--- config.mk ---
export PLATFORM = sky130hd
export DESIGN_NAME = voq_tx_ctrl_flat
export DESIGN_NICKNAME = d
export VERILOG_FILES = /design/src/rtl/voq_tx_if.sv /design/src/rtl/voq_tx_ctrl.sv /design/src/flat_wrapper.sv
export SDC_FILE = /design/constraint.sdc
export NUM_CORES = 1
export LEC_CHECK = 0
export CORE_UTILIZATION = 61
export CTS_CLUSTER_SIZE = 24
export DETAILED_ROUTE_END_ITERATION = 6
export HOLD_SLACK_MARGIN = 0.1
export PLACE_DENSITY = 0.84
export SLEW_MARGIN = 10
export SYNTH_ARGS = -nofsm -noshare
export SYNTH_HDL_FRONTEND = slang
export SYNTH_SLANG_ARGS = --single-unit
--- constraint.sdc ---
create_clock -name clk -period 4.5 [get_ports clk]
set_input_delay 1.35 -clock clk [delete_from_list [all_inputs] [get_ports clk]]
set_output_delay 1.35 -clock clk [all_outputs]
set_load 0.01 [all_outputs]
--- src/rtl/voq_tx_if.sv ---
// Scheduler/ingress/crossbar handshake bundle for one VOQ transmit controller.
// The master side is the scheduler, the packet buffer and the crossbar.
// The slave side is voq_tx_ctrl.
interface voq_tx_if #(
    parameter int NUM_VOQ = 4,
    parameter int LEN_W   = 8
);
    // Descriptor enqueue from the ingress packet buffer
    logic               enq_valid;
    logic [1:0]         enq_voq;
    logic [LEN_W-1:0]   enq_len;
    logic               enq_drop;

    // Status reported to the scheduler
    logic [NUM_VOQ-1:0] voq_empty;
    logic               is_busy;
    logic [1:0]         busy_voq_num;

    // Grant slice for this ingress
    logic               sched_sel_en;
    logic               sched_sel_vld;
    logic [1:0]         sched_sel;
    logic               err_grant;

    // Word stream towards the crossbar
    logic               tx_valid;
    logic [1:0]         tx_voq;
    logic               tx_sop;
    logic               tx_eop;

    modport master (
        output enq_valid, enq_voq, enq_len, sched_sel_en, sched_sel_vld, sched_sel,
        input  enq_drop, voq_empty, is_busy, busy_voq_num, err_grant,
               tx_valid, tx_voq, tx_sop, tx_eop
    );

    modport slave (
        input  enq_valid, enq_voq, enq_len, sched_sel_en, sched_sel_vld, sched_sel,
        output enq_drop, voq_empty, is_busy, busy_voq_num, err_grant,
               tx_valid, tx_voq, tx_sop, tx_eop
    );
endinterface

--- src/rtl/voq_tx_ctrl.sv ---
// Per-ingress VOQ transmit controller.
// It keeps a small descriptor FIFO for each egress VOQ and answers the
// scheduler's grants. It streams the granted packet in time slots of at most
// SLOT_WORDS words, and a packet longer than one slot is parked in HOLD until
// the same VOQ is granted again.
module voq_tx_ctrl #(
    parameter int NUM_VOQ    = 4,
    parameter int LEN_W      = 8,
    parameter int DESC_DEPTH = 4,
    parameter int SLOT_WORDS = 4
) (
    input logic    clk,
    input logic    rst_n,
    voq_tx_if.slave bus
);
    localparam int PTR_W = $clog2(DESC_DEPTH);
    localparam int CNT_W = PTR_W + 1;
    localparam int SC_W  = $clog2(SLOT_WORDS);

    localparam logic [CNT_W-1:0] FULL_CNT  = CNT_W'(DESC_DEPTH);
    localparam logic [SC_W-1:0]  SLOT_LAST = SC_W'(SLOT_WORDS - 1);
    localparam logic [LEN_W-1:0] LEN_ONE   = LEN_W'(1);

    typedef enum logic [1:0] {
        IDLE = 2'd0,
        TX   = 2'd1,
        HOLD = 2'd2
    } state_t;

    // ------------------------------------------------------------------
    // Descriptor FIFOs
    // ------------------------------------------------------------------
    logic [LEN_W-1:0] desc_mem [NUM_VOQ][DESC_DEPTH];
    logic [PTR_W-1:0] wr_ptr   [NUM_VOQ];
    logic [PTR_W-1:0] rd_ptr   [NUM_VOQ];
    logic [CNT_W-1:0] count    [NUM_VOQ];

    logic [NUM_VOQ-1:0] voq_empty_c;
    logic [NUM_VOQ-1:0] push_hit;
    logic [NUM_VOQ-1:0] pop_hit;
    logic               enq_ok;
    logic               pop;
    logic [LEN_W-1:0]   head_len;

    // ------------------------------------------------------------------
    // Transmit state
    // ------------------------------------------------------------------
    state_t           state, state_nxt;
    logic [LEN_W-1:0] remaining, remaining_nxt;
    logic [SC_W-1:0]  slot_cnt, slot_nxt;
    logic [1:0]       busy_voq, busy_voq_nxt;
    logic             sop_nxt;
    logic             err_nxt;
    logic             grant;

    logic             is_busy_q;
    logic             tx_valid_q;
    logic [1:0]       tx_voq_q;
    logic             tx_sop_q;
    logic             tx_eop_q;
    logic             err_grant_q;
    logic             enq_drop_q;

    // A VOQ is reported empty exactly when its FIFO holds nothing; the
    // descriptor of the packet in flight has already been popped.
    always_comb begin
        for (int v = 0; v < NUM_VOQ; v++) begin
            voq_empty_c[v] = (count[v] == '0);
        end
    end

    assign head_len = desc_mem[bus.sched_sel][rd_ptr[bus.sched_sel]];
    assign grant    = bus.sched_sel_en && bus.sched_sel_vld;

    // A full FIFO can still take a descriptor when its head is popped in the
    // same cycle; zero-length packets are never queued.
    always_comb begin
        enq_ok = bus.enq_valid && (bus.enq_len != '0) &&
                 ((count[bus.enq_voq] != FULL_CNT) ||
                  (pop && (bus.sched_sel == bus.enq_voq)));
    end

    // Decode the push/pop strobes into per-VOQ hit vectors.
    always_comb begin
        // NOTE: every variable written here is given a value before any branch,
        // so no path can leave it unassigned and infer a latch.
        push_hit = '0;
        pop_hit  = '0;
        if (enq_ok) push_hit[bus.enq_voq]   = 1'b1;
        if (pop)    pop_hit[bus.sched_sel]  = 1'b1;
    end

    // Descriptor storage. A slot is only read after its count makes it
    // visible, so the contents need no initial value.
    always_ff @(posedge clk) begin
        // NOTE: the storage array is deliberately left out of reset; only the
        // pointers and counts that qualify it are cleared.
        if (enq_ok) begin
            desc_mem[bus.enq_voq][wr_ptr[bus.enq_voq]] <= bus.enq_len;
        end
    end

    // FIFO pointers and occupancy. The pointers wrap modulo DESC_DEPTH.
    always_ff @(posedge clk or negedge rst_n) begin
        if (!rst_n) begin
            for (int v = 0; v < NUM_VOQ; v++) begin
                wr_ptr[v] <= '0;
                rd_ptr[v] <= '0;
                count[v]  <= '0;
            end
        end else begin
            for (int v = 0; v < NUM_VOQ; v++) begin
                if (push_hit[v]) wr_ptr[v] <= wr_ptr[v] + 1'b1;
                if (pop_hit[v])  rd_ptr[v] <= rd_ptr[v] + 1'b1;
                case ({push_hit[v], pop_hit[v]})
                    2'b10:   count[v] <= count[v] + 1'b1;
                    2'b01:   count[v] <= count[v] - 1'b1;
                    default: count[v] <= count[v];
                endcase
            end
        end
    end

    // Grant handling and slot sequencing: next state, descriptor pop and the
    // values of the word that goes on the bus next cycle.
    always_comb begin
        // NOTE: combinational logic uses blocking '=', so later statements see
        // the defaults set above them; the registers below use '<=' only.
        state_nxt     = state;
        remaining_nxt = remaining;
        slot_nxt      = slot_cnt;
        busy_voq_nxt  = busy_voq;
        sop_nxt       = 1'b0;
        err_nxt       = 1'b0;
        pop           = 1'b0;

        unique case (state)
            IDLE: begin
                if (grant) begin
                    if (!voq_empty_c[bus.sched_sel]) begin
                        pop           = 1'b1;
                        state_nxt     = TX;
                        remaining_nxt = head_len;
                        busy_voq_nxt  = bus.sched_sel;
                        slot_nxt      = '0;
                        sop_nxt       = 1'b1;
                    end else begin
                        err_nxt = 1'b1;
                    end
                end
            end

            HOLD: begin
                if (grant) begin
                    if (bus.sched_sel == busy_voq) begin
                        state_nxt = TX;
                        slot_nxt  = '0;
                    end else begin
                        err_nxt = 1'b1;
                    end
                end
            end

            TX: begin
                // The slot is already owned; a further grant is ignored.
                err_nxt       = grant;
                remaining_nxt = remaining - LEN_ONE;
                if (remaining == LEN_ONE) begin
                    state_nxt = IDLE;
                end else if (slot_cnt == SLOT_LAST) begin
                    state_nxt = HOLD;
                end else begin
                    slot_nxt = slot_cnt + 1'b1;
                end
            end

            default: begin
                state_nxt = IDLE;
            end
        endcase
    end

    // State and registered outputs. The tx_* registers are loaded from the
    // next-state values, so a word is on the bus during every cycle spent in
    // TX, and the first word follows the grant by exactly one cycle.
    always_ff @(posedge clk or negedge rst_n) begin
        if (!rst_n) begin
            state       <= IDLE;
            remaining   <= '0;
            slot_cnt    <= '0;
            busy_voq    <= '0;
            is_busy_q   <= 1'b0;
            tx_valid_q  <= 1'b0;
            tx_voq_q    <= '0;
            tx_sop_q    <= 1'b0;
            tx_eop_q    <= 1'b0;
            err_grant_q <= 1'b0;
            enq_drop_q  <= 1'b0;
        end else begin
            state       <= state_nxt;
            remaining   <= remaining_nxt;
            slot_cnt    <= slot_nxt;
            busy_voq    <= busy_voq_nxt;
            is_busy_q   <= (state_nxt != IDLE);
            tx_valid_q  <= (state_nxt == TX);
            tx_voq_q    <= (state_nxt == TX) ? busy_voq_nxt : 2'd0;
            tx_sop_q    <= sop_nxt;
            tx_eop_q    <= (state_nxt == TX) && (remaining_nxt == LEN_ONE);
            err_grant_q <= err_nxt;
            enq_drop_q  <= bus.enq_valid && !enq_ok;
        end
    end

    assign bus.voq_empty    = voq_empty_c;
    assign bus.is_busy      = is_busy_q;
    assign bus.busy_voq_num = busy_voq;
    assign bus.tx_valid     = tx_valid_q;
    assign bus.tx_voq       = tx_voq_q;
    assign bus.tx_sop       = tx_sop_q;
    assign bus.tx_eop       = tx_eop_q;
    assign bus.err_grant    = err_grant_q;
    assign bus.enq_drop     = enq_drop_q;

endmodule

--- src/flat_wrapper.sv ---
// flat-port wrapper written by rule: the top's interface ports become plain ports
module voq_tx_ctrl_flat 
#(
    parameter int NUM_VOQ    = 4,
    parameter int LEN_W      = 8,
    parameter int DESC_DEPTH = 4,
    parameter int SLOT_WORDS = 4
)
  (clk, rst_n, bus_enq_valid, bus_enq_voq, bus_enq_len, bus_sched_sel_en, bus_sched_sel_vld, bus_sched_sel, bus_enq_drop, bus_voq_empty, bus_is_busy, bus_busy_voq_num, bus_err_grant, bus_tx_valid, bus_tx_voq, bus_tx_sop, bus_tx_eop);
  voq_tx_if #(.NUM_VOQ(NUM_VOQ), .LEN_W(LEN_W)) bus_i ();
  input logic clk;
  input logic rst_n;
  input wire logic [$bits(bus_i.enq_valid)-1:0] bus_enq_valid;
  input wire logic [$bits(bus_i.enq_voq)-1:0] bus_enq_voq;
  input wire logic [$bits(bus_i.enq_len)-1:0] bus_enq_len;
  input wire logic [$bits(bus_i.sched_sel_en)-1:0] bus_sched_sel_en;
  input wire logic [$bits(bus_i.sched_sel_vld)-1:0] bus_sched_sel_vld;
  input wire logic [$bits(bus_i.sched_sel)-1:0] bus_sched_sel;
  output wire logic [$bits(bus_i.enq_drop)-1:0] bus_enq_drop;
  output wire logic [$bits(bus_i.voq_empty)-1:0] bus_voq_empty;
  output wire logic [$bits(bus_i.is_busy)-1:0] bus_is_busy;
  output wire logic [$bits(bus_i.busy_voq_num)-1:0] bus_busy_voq_num;
  output wire logic [$bits(bus_i.err_grant)-1:0] bus_err_grant;
  output wire logic [$bits(bus_i.tx_valid)-1:0] bus_tx_valid;
  output wire logic [$bits(bus_i.tx_voq)-1:0] bus_tx_voq;
  output wire logic [$bits(bus_i.tx_sop)-1:0] bus_tx_sop;
  output wire logic [$bits(bus_i.tx_eop)-1:0] bus_tx_eop;
  assign bus_i.enq_valid = bus_enq_valid;
  assign bus_i.enq_voq = bus_enq_voq;
  assign bus_i.enq_len = bus_enq_len;
  assign bus_i.sched_sel_en = bus_sched_sel_en;
  assign bus_i.sched_sel_vld = bus_sched_sel_vld;
  assign bus_i.sched_sel = bus_sched_sel;
  assign bus_enq_drop = bus_i.enq_drop;
  assign bus_voq_empty = bus_i.voq_empty;
  assign bus_is_busy = bus_i.is_busy;
  assign bus_busy_voq_num = bus_i.busy_voq_num;
  assign bus_err_grant = bus_i.err_grant;
  assign bus_tx_valid = bus_i.tx_valid;
  assign bus_tx_voq = bus_i.tx_voq;
  assign bus_tx_sop = bus_i.tx_sop;
  assign bus_tx_eop = bus_i.tx_eop;
  voq_tx_ctrl #(.NUM_VOQ(NUM_VOQ), .LEN_W(LEN_W), .DESC_DEPTH(DESC_DEPTH), .SLOT_WORDS(SLOT_WORDS)) u_core (.clk(clk), .rst_n(rst_n), .bus(bus_i));
endmodule
==> reports/metrics.yaml, run 1 <==
place:
  dpl.cell_count: 677
  place_congestion: 0.8198
  hpwl_um: 11000
  portBuffers: 30
cts:
  htreeDepth: 4
  insertion_delay_ps: 430
  cts_tree: "yes"
  clockRootBuffer: "clkbuf_16"
  post_cts_resized: 0
  cts_buffers: 17
  postCtsHoldBufs: 0
  clk_pin_slew_ps: 60
  clock_path_buffers: 2
  postCtsSetupRepairBufs: 0
  clock_sinks: 178
logic_synthesis:
  synth_seq_cells: 178
  synth_edf_count: 128
  synth_cells: 464
  synth_area_sq_um: 7815
  yosysWarnings: 0
  async_flop_share_pct: 28.09
  avgSynthCellArea_sq_um: 16.84
  synth_top_flop_cell: "edfxtp_1"
  ys_seq_area_share_pct: 65.19
  synth.distinct_cells: 63
  synth_nets: 492
routing:
  vias_per_cell: 6.237
  dr.pass1.iters: 5
  avgRoutedWirePerCell_um: 23.73
  via_count: 4422
  drc: 0
  antenna_left: 0
  initialDrtViolationCount: 550
  wl_um: 16830
timing:
  period_needed_ps: 3972
  hold_viol: 0
  setup_tns_ps: 0
  clock_skew_ps: 9.024
  setup_viol: 0
  min_period_over_period_pct: 88.27
  finalMaxSlewViolations: 0
  tightest_slew_ps: 793.0
  max_freq_ghz: 0.2518
  relSlewSlack_pct: 46.64
  rsz0062_at_grt: "no"
worst_setup_path:
  arrival_ps: 4330
  crit_path_end_kind: "flip-flop"
  r2r_slack_ps: 1460
  reg2reg_depth: 7
  reg2reg_to: "u_core.desc_mem[0][31]"
  path_class: "input port to flip-flop"
  cp-start-kind: "input port"
  crit_required_ps: 4850
  worst_r2r_startpoint: "u_core.state[0]"
  path_max_fanout: 7
grt:
  grtUsageTotal_pct: 27.94
  grt_antenna_before_repair: 0
  grt_max_degree: 51
  grt_overflow: 0
  grt_pass1_vias: 4548
  grt_pass1_wl_um: 25830
min_path:
  hold_depth: 1
  holdPathEnd: "u_core.rd_ptr[1]"
  hold_path_class: "flip-flop to flip-flop"
  min_from: "u_core.rd_ptr[1]"
floorplan:
  initial_core_util_pct: 63.73
  rows: 40
  die_area_sq_um: 13270
  fp.dieH_um: 115.2
  die_w_um: 115.2
  core-area_sq_um: 12260
  boundaryPins: 31
pwr:
  power.net_switching_uw: 1530
  p_per_area_nw_per_um2: 550.0
  pwr-share-clk_pct: 29.3
  p_leak_uw: 0.003281
  power_frac_comb_pct: 25.3
  p_sw_share_pct: 30.80
  p_seq_share_pct: 45.4
  p_int_uw: 3437
  ir_drop_uv: 374.9
finish:
  antenna_cells: 0
  instances_no_fill: 709
  synthToLayoutAreaGrowth_pct: 15.56
  nFillCells: 694
  multi_input_area_sq_um: 2510
  final_layout_size_suffix_gt1_share_pct: 22.55
  seqCellArea_sq_um: 5095
  nNetsFinal: 556
job:
  drv_cap: 0
outcome:
  outcome: "complete, no violations"
-- power by group through the flow --
stage / registers, uW / clock network (uW) / logic, uW
3_3_place_gp: 2260 / 0 / 1170
5_1_grt: 2280 / 1540 / 1340
2_1_floorplan: 2230 / 0 / 859
3_5_place_dp: 2280 / 0 / 1230
4_1_cts: 2250 / 1460 / 1250
6_report: 2260 / 1460 / 1260
-- area by class of cell --
| cell class | count | share of cell area, % |
|---|---|---|
| repair buffers | 62 | 6.124 |
| flip-flops and latches | 178 | 56.41 |
| well taps | 168 | 2.328 |
| inverters | 22 | 0.9144 |
| multi-input cells | 247 | 27.79 |
| clock buffers | 18 | 4.752 |
| clock inverters | 14 | 1.676 |
-- synth_stat cells, drive strengths merged, types with 2 or more instances --
cell	count	area [sq um]
o2bb2ai	4	35.03
nor2	21	81.33
a22o	2	17.52
mux4	36	810.8
nand4	2	12.51
a211oi	3	22.52
o21ai	9	45.04
nor3b	2	20.02
ha	7	87.58
or4	2	15.01
nand2b	4	25.02
mux2i	26	260.3
or4b	2	20.02
a221oi	2	23.77
fa	4	80.08
buf	14	116.4
nor4	6	56.31
xnor2	14	122.6
clkbuf	3	11.26
dfrtp	50	1251
or3	4	25.02
nor2b	9	56.30
xor2	14	122.6
o21bai	3	22.52
inv	22	82.58
nor3	7	45.04
and2	9	56.30
mux2	4	45.04
edfxtp	128	3844
nand3	5	25.02
a21oi	5	25.02
nand2	15	56.30
a2111oi	4	78.82
a31oi	4	25.02
nand3b	2	27.53
-- critical path, cell delays in order --
cell             delay [ps]
clkdlybuf4s50_1         540
or4_1                   610
o21ai_0                 330
a31oi_1                 170
nand2_1                 150
ha_1                    210
inv_1                    70
fa_1                    440
xor2_1                  160
nor2_1                  120
xor2_1                  160
-- layout by cell type (no fill, tap or decap), types with 3 or more instances in the layout --
master	count
nor2b_1	9
nand2_1	15
nor2_1	20
clkbuf_16	17
o21bai_1	3
clkdlybuf4s50_1	27
nor4_1	3
nor3_1	5
dfrtp_1	50
xnor2_1	14
nand2b_1	4
a21oi_1	5
nand3_1	5
fa_1	4
mux2_2	4
and2_1	9
clkinvlp_4	3
buf_4	31
o2bb2ai_1	4
mux2i_1	26
ha_1	7
or3_1	4
inv_1	22
edfxtp_1	128
inv_6	5
nor4_2	3
a211oi_1	3
mux4_2	36
xor2_1	14
o21ai_0	9
a31oi_1	4
-- metal layers --
metal / track usage, % / routed length [um]
met5: 0 / 0
met2: 43.49 / 8328
met1: 37.91 / 6805
met4: 12.47 / 478
met3: 6.906 / 1214
-- cells by family after synthesis --
family	Yosys count	synth area share (%)
adders and majority gates	11	2.145
xor gates and xnor gates	28	3.138
muxes	66	14.28
buffers and inverters	39	2.690
DFF	178	65.19
AOI/OAI and AO/OA	46	4.979
and+or+nand+nor	96	7.573
-- flip-flops by register name, summed over array words and instances (netlist names), 2 cells and up --
| signal | flops |
|---|---|
| u_core.bus.busy_voq_num | 2 |
| u_core.bus.tx_voq | 2 |
| u_core.count | 12 |
| u_core.desc_mem | 128 |
| u_core.rd_ptr | 8 |
| u_core.remaining | 8 |
| u_core.slot_cnt | 2 |
| u_core.state | 2 |
| u_core.wr_ptr | 8 |
-- how the worst max path moves through the flow --
stage	startpoint	to	slack, ps	cells past startpoint
2_1_floorplan	bus_sched_sel[1]	u_core.count[11]	850	12
3_3_place_gp	bus_enq_len[4]	u_core.count[2]	220	11
3_5_place_dp	bus_enq_len[4]	u_core.count[2]	140	11
4_1_cts	bus_enq_len[4]	u_core.count[8]	520	11
5_1_grt	bus_sched_sel_en	u_core.desc_mem[0][31]	470	8
6_report	bus_enq_len[4]	u_core.count[8]	530	11
-- through the flow --
step	utilization, %	total power (uW)	instance area, sq um	setup WS (ps)	hold slack, ps
6_report	73.65	4967	9031	527.8	470.7
5_1_grt	73.65	5161	9031	470.8	487.1
4_1_cts	73.63	4964	9029	517.0	475.8
3_5_place_dp	68.90	3506	8448	144.3	463.4
3_3_place_gp	68.90	3430	8448	219.5	454.6
2_1_floorplan	-	3085	7815	853.4	439.8
Power figures use the tool's default switching activity.
==> inputs of run 2 (changes only) <==
--- a/config.mk
+++ b/config.mk
@@ -9,6 +9,7 @@
 export CTS_CLUSTER_SIZE = 24
 export DETAILED_ROUTE_END_ITERATION = 6
 export HOLD_SLACK_MARGIN = 0.1
+export MAX_ROUTING_LAYER = met4
 export PLACE_DENSITY = 0.84
 export SLEW_MARGIN = 10
 export SYNTH_ARGS = -nofsm -noshare
==> run 2 against run 1 <==
  * Maximum frequency grew 0.52%
  * Setup slack gained 20 ps
  * Wire length fell by 4.0%
  * Count of clock-buffer cells in the layout unchanged
  * Via count is 0.14% higher
  * Total power fell by 0.66%
  * Register-to-register slack got worse by 20 ps
  * Critical path depth did not move
  * Critical endpoint unchanged
  * Largest cell class unchanged
  * Highest routed layer unchanged
==> reports/metrics.yaml, run 2 (same netlist as run 1, synthesis figures left out) <==
floorplan:
  die_area_sq_um: 13270  # unchanged
  boundaryPins: 31  # unchanged
  core-area_sq_um: 12260  # unchanged
  fp.dieH_um: 115.2  # unchanged
  die_w_um: 115.2  # unchanged
  initial_core_util_pct: 63.73  # unchanged
  rows: 40  # unchanged
cts:
  post_cts_resized: 0  # unchanged
  clock_path_buffers: 2  # unchanged
  postCtsSetupRepairBufs: 0  # unchanged
  insertion_delay_ps: 430  # about the same
  htreeDepth: 4  # unchanged
  clockRootBuffer: "clkbuf_16"  # unchanged
  clk_pin_slew_ps: 60  # about the same
  clock_sinks: 178  # unchanged
  postCtsHoldBufs: 0  # unchanged
  cts_buffers: 17  # unchanged
  cts_tree: "yes"  # unchanged
worst_setup_path:
  path_cells: "clkdlybuf4s50_1 -> or4_1 -> o21ai_0 -> a31oi_1 -> nand2_1 -> ha_1 -> inv_1 -> fa_1 -> xor2_1 -> nor2_1 -> xor2_1"  # unchanged
  path_buf_inv: 2  # unchanged
  cp_num_cells: 11  # unchanged
  r2r_slack_ps: 1440  # was 1460 ps
  slowest_stage: "or4_1"  # unchanged
  reg2reg_to: "u_core.desc_mem[0][28]"  # was u_core.desc_mem[0][31]
  reg2reg_depth: 7  # unchanged
  arrival_ps: 4310  # was 4330 ps
  crit_family: "simple AND/OR/NAND/NOR gates"  # unchanged
  crit_path_end_kind: "flip-flop"  # unchanged
  cp-start-kind: "input port"  # unchanged
  cpMostUsedCell: "xor2_1"  # unchanged
  cp_slowest_stage_delay_ps: 580  # was 610 ps
  path_class: "input port to flip-flop"  # unchanged
  crit_required_ps: 4850  # about the same
  worst_r2r_startpoint: "u_core.state[0]"  # unchanged
  path_max_fanout: 7  # unchanged
timing:
  setup_viol: 0  # unchanged
  rsz0062_at_grt: "no"  # unchanged
  setup_tns_ps: 0  # unchanged
  clock_skew_ps: 8.031  # was 9.024 ps
  hold_viol: 0  # unchanged
  relSlewSlack_pct: 51.02  # was 46.64%
  holdWs_ps: 473.1  # was 470.7 ps
  max_freq_ghz: 0.2531  # was 0.2518 GHz
  period_needed_ps: 3952  # was 3972 ps
  min_period_over_period_pct: 87.82  # was 88.27%
  tightest_slew_ps: 728.1  # was 793.0 ps
  finalMaxSlewViolations: 0  # unchanged
pwr:
  p_leak_uw: 0.003275  # was 0.003281 uW
  power_uw: 4935  # was 4967 uW
  p_per_area_nw_per_um2: 547.2  # was 550.0 nW/um^2
  ir_drop_uv: 232.1  # was 374.9 uV
finish:
  antenna_cells: 0  # unchanged
  nFillCells: 708  # was 694
  nNetsFinal: 556  # unchanged
  largest_reg_flops: 128  # unchanged
  layout_common_cells: "edfxtp_1, dfrtp_1, mux4_2"  # unchanged
  multi_input_area_sq_um: 2510  # unchanged
  layout_commonest_cell: "edfxtp_1"  # unchanged
  synthToLayoutAreaGrowth_pct: 15.40  # was 15.56%
  final_layout_size_suffix_gt1_share_pct: 22.59  # was 22.55%
  seqCellArea_sq_um: 5095  # unchanged
  post-route-util_pct: 73.55  # was 73.65%
routing:
  via_count: 4428  # was 4422
  drc: 0  # unchanged
  dr.pass1.iters: 5  # unchanged
  initialDrtViolationCount: 400  # was 550
  vias_per_cell: 6.254  # was 6.237
  antenna_left: 0  # unchanged
  avgRoutedWirePerCell_um: 22.81  # was 23.73 um
  wl_um: 16150  # was 16830 um
min_path:
  hold_path_class: "flip-flop to flip-flop"  # unchanged
  holdPathEnd: "u_core.rd_ptr[7]"  # was u_core.rd_ptr[1]
  min_from: "u_core.rd_ptr[7]"  # was u_core.rd_ptr[1]
  hold_depth: 1  # unchanged
place:
  hpwl_um: 10720  # was 11000 um
  place_congestion: 0.8158  # was 0.8198
  portBuffers: 30  # unchanged
grt:
  grt_overflow: 0  # unchanged
  grt_pass1_vias: 4557  # was 4548
  grt_pass1_wl_um: 25390  # was 25830 um
  grtUsageTotal_pct: 28.14  # was 27.94%
  grt_max_degree: 51  # unchanged
  grt_antenna_before_repair: 0  # unchanged
job:
  drv_cap: 0  # unchanged
outcome:
  outcome: "complete, no violations"  # unchanged
==> run 2: cell types whose count changed in the layout (fill, tap and decap cells not counted), sizes merged <==
cell	change
inv	-2
clkinv	+1
==> run 2: worst max-delay path by stage <==
stage / startpoint / end
3_5_place_dp: bus_enq_len[1] / u_core.count[2]
6_report: bus_enq_len[1] / u_core.count[8]
5_1_grt: bus_enq_len[4] / u_core.count[2]
3_3_place_gp: bus_enq_len[1] / u_core.count[2]
4_1_cts: bus_enq_len[1] / u_core.count[8]
2_1_floorplan: bus_sched_sel[1] / u_core.count[11]
==> run 2: per-stage QoR <==
step / cell area, sq um / worst slack, ps / std cells
after detailed placement: 8436 / 144.3 / 677
final: 9019 / 548.2 / 708
after floorplan: 7815 / 853.4 / 464
after CTS: 9016 / 559.3 / 708
after global placement: 8436 / 225.0 / 677
after global routing: 9019 / 420.7 / 708
==> run 2: final cells by class <==
cell class / count / share of cell area (%)
well taps: 168 / 2.331
inverters: 22 / 0.9156
clock inverters: 13 / 1.679
multi-input cells: 247 / 27.83
clock buffers: 18 / 4.759
flip-flops and latches: 178 / 56.49
repair buffers: 62 / 5.993
==> run 2: where the power goes <==
part | internal, uW | total [uW] | leakage, uW | switching [uW]
registers | 2030 | 2260 | 0.00176 | 229
clock network | 824 | 1460 | 0.000275 | 632
logic | 574 | 1220 | 0.00124 | 648
total | 3430 | 4930 | 0.00328 | 1510
==> run 2: per-layer routing <==
| metal | vias up | routed length, um | global-route usage (%) |
|---|---|---|---|
| met5 | - | 0 | - |
| met2 | 209 | 7970 | 42.93 |
| met1 | 2252 | 6745 | 37.28 |
| met4 | 0 | 331 | 9.957 |
| li1 | 1928 | - | - |
| met3 | 39 | 1101 | 6.958 |
==> run 2: worst reg2reg max path, delay by kind of cell (launching register included) <==
| family | cells | cell delay (ps) |
|---|---|---|
| and+or+nand+nor | 3 | 1030 |
| AOI/OAI and AO/OA | 3 | 900 |
| buffers and inverters | 1 | 260 |
| DFF | 1 | 510 |
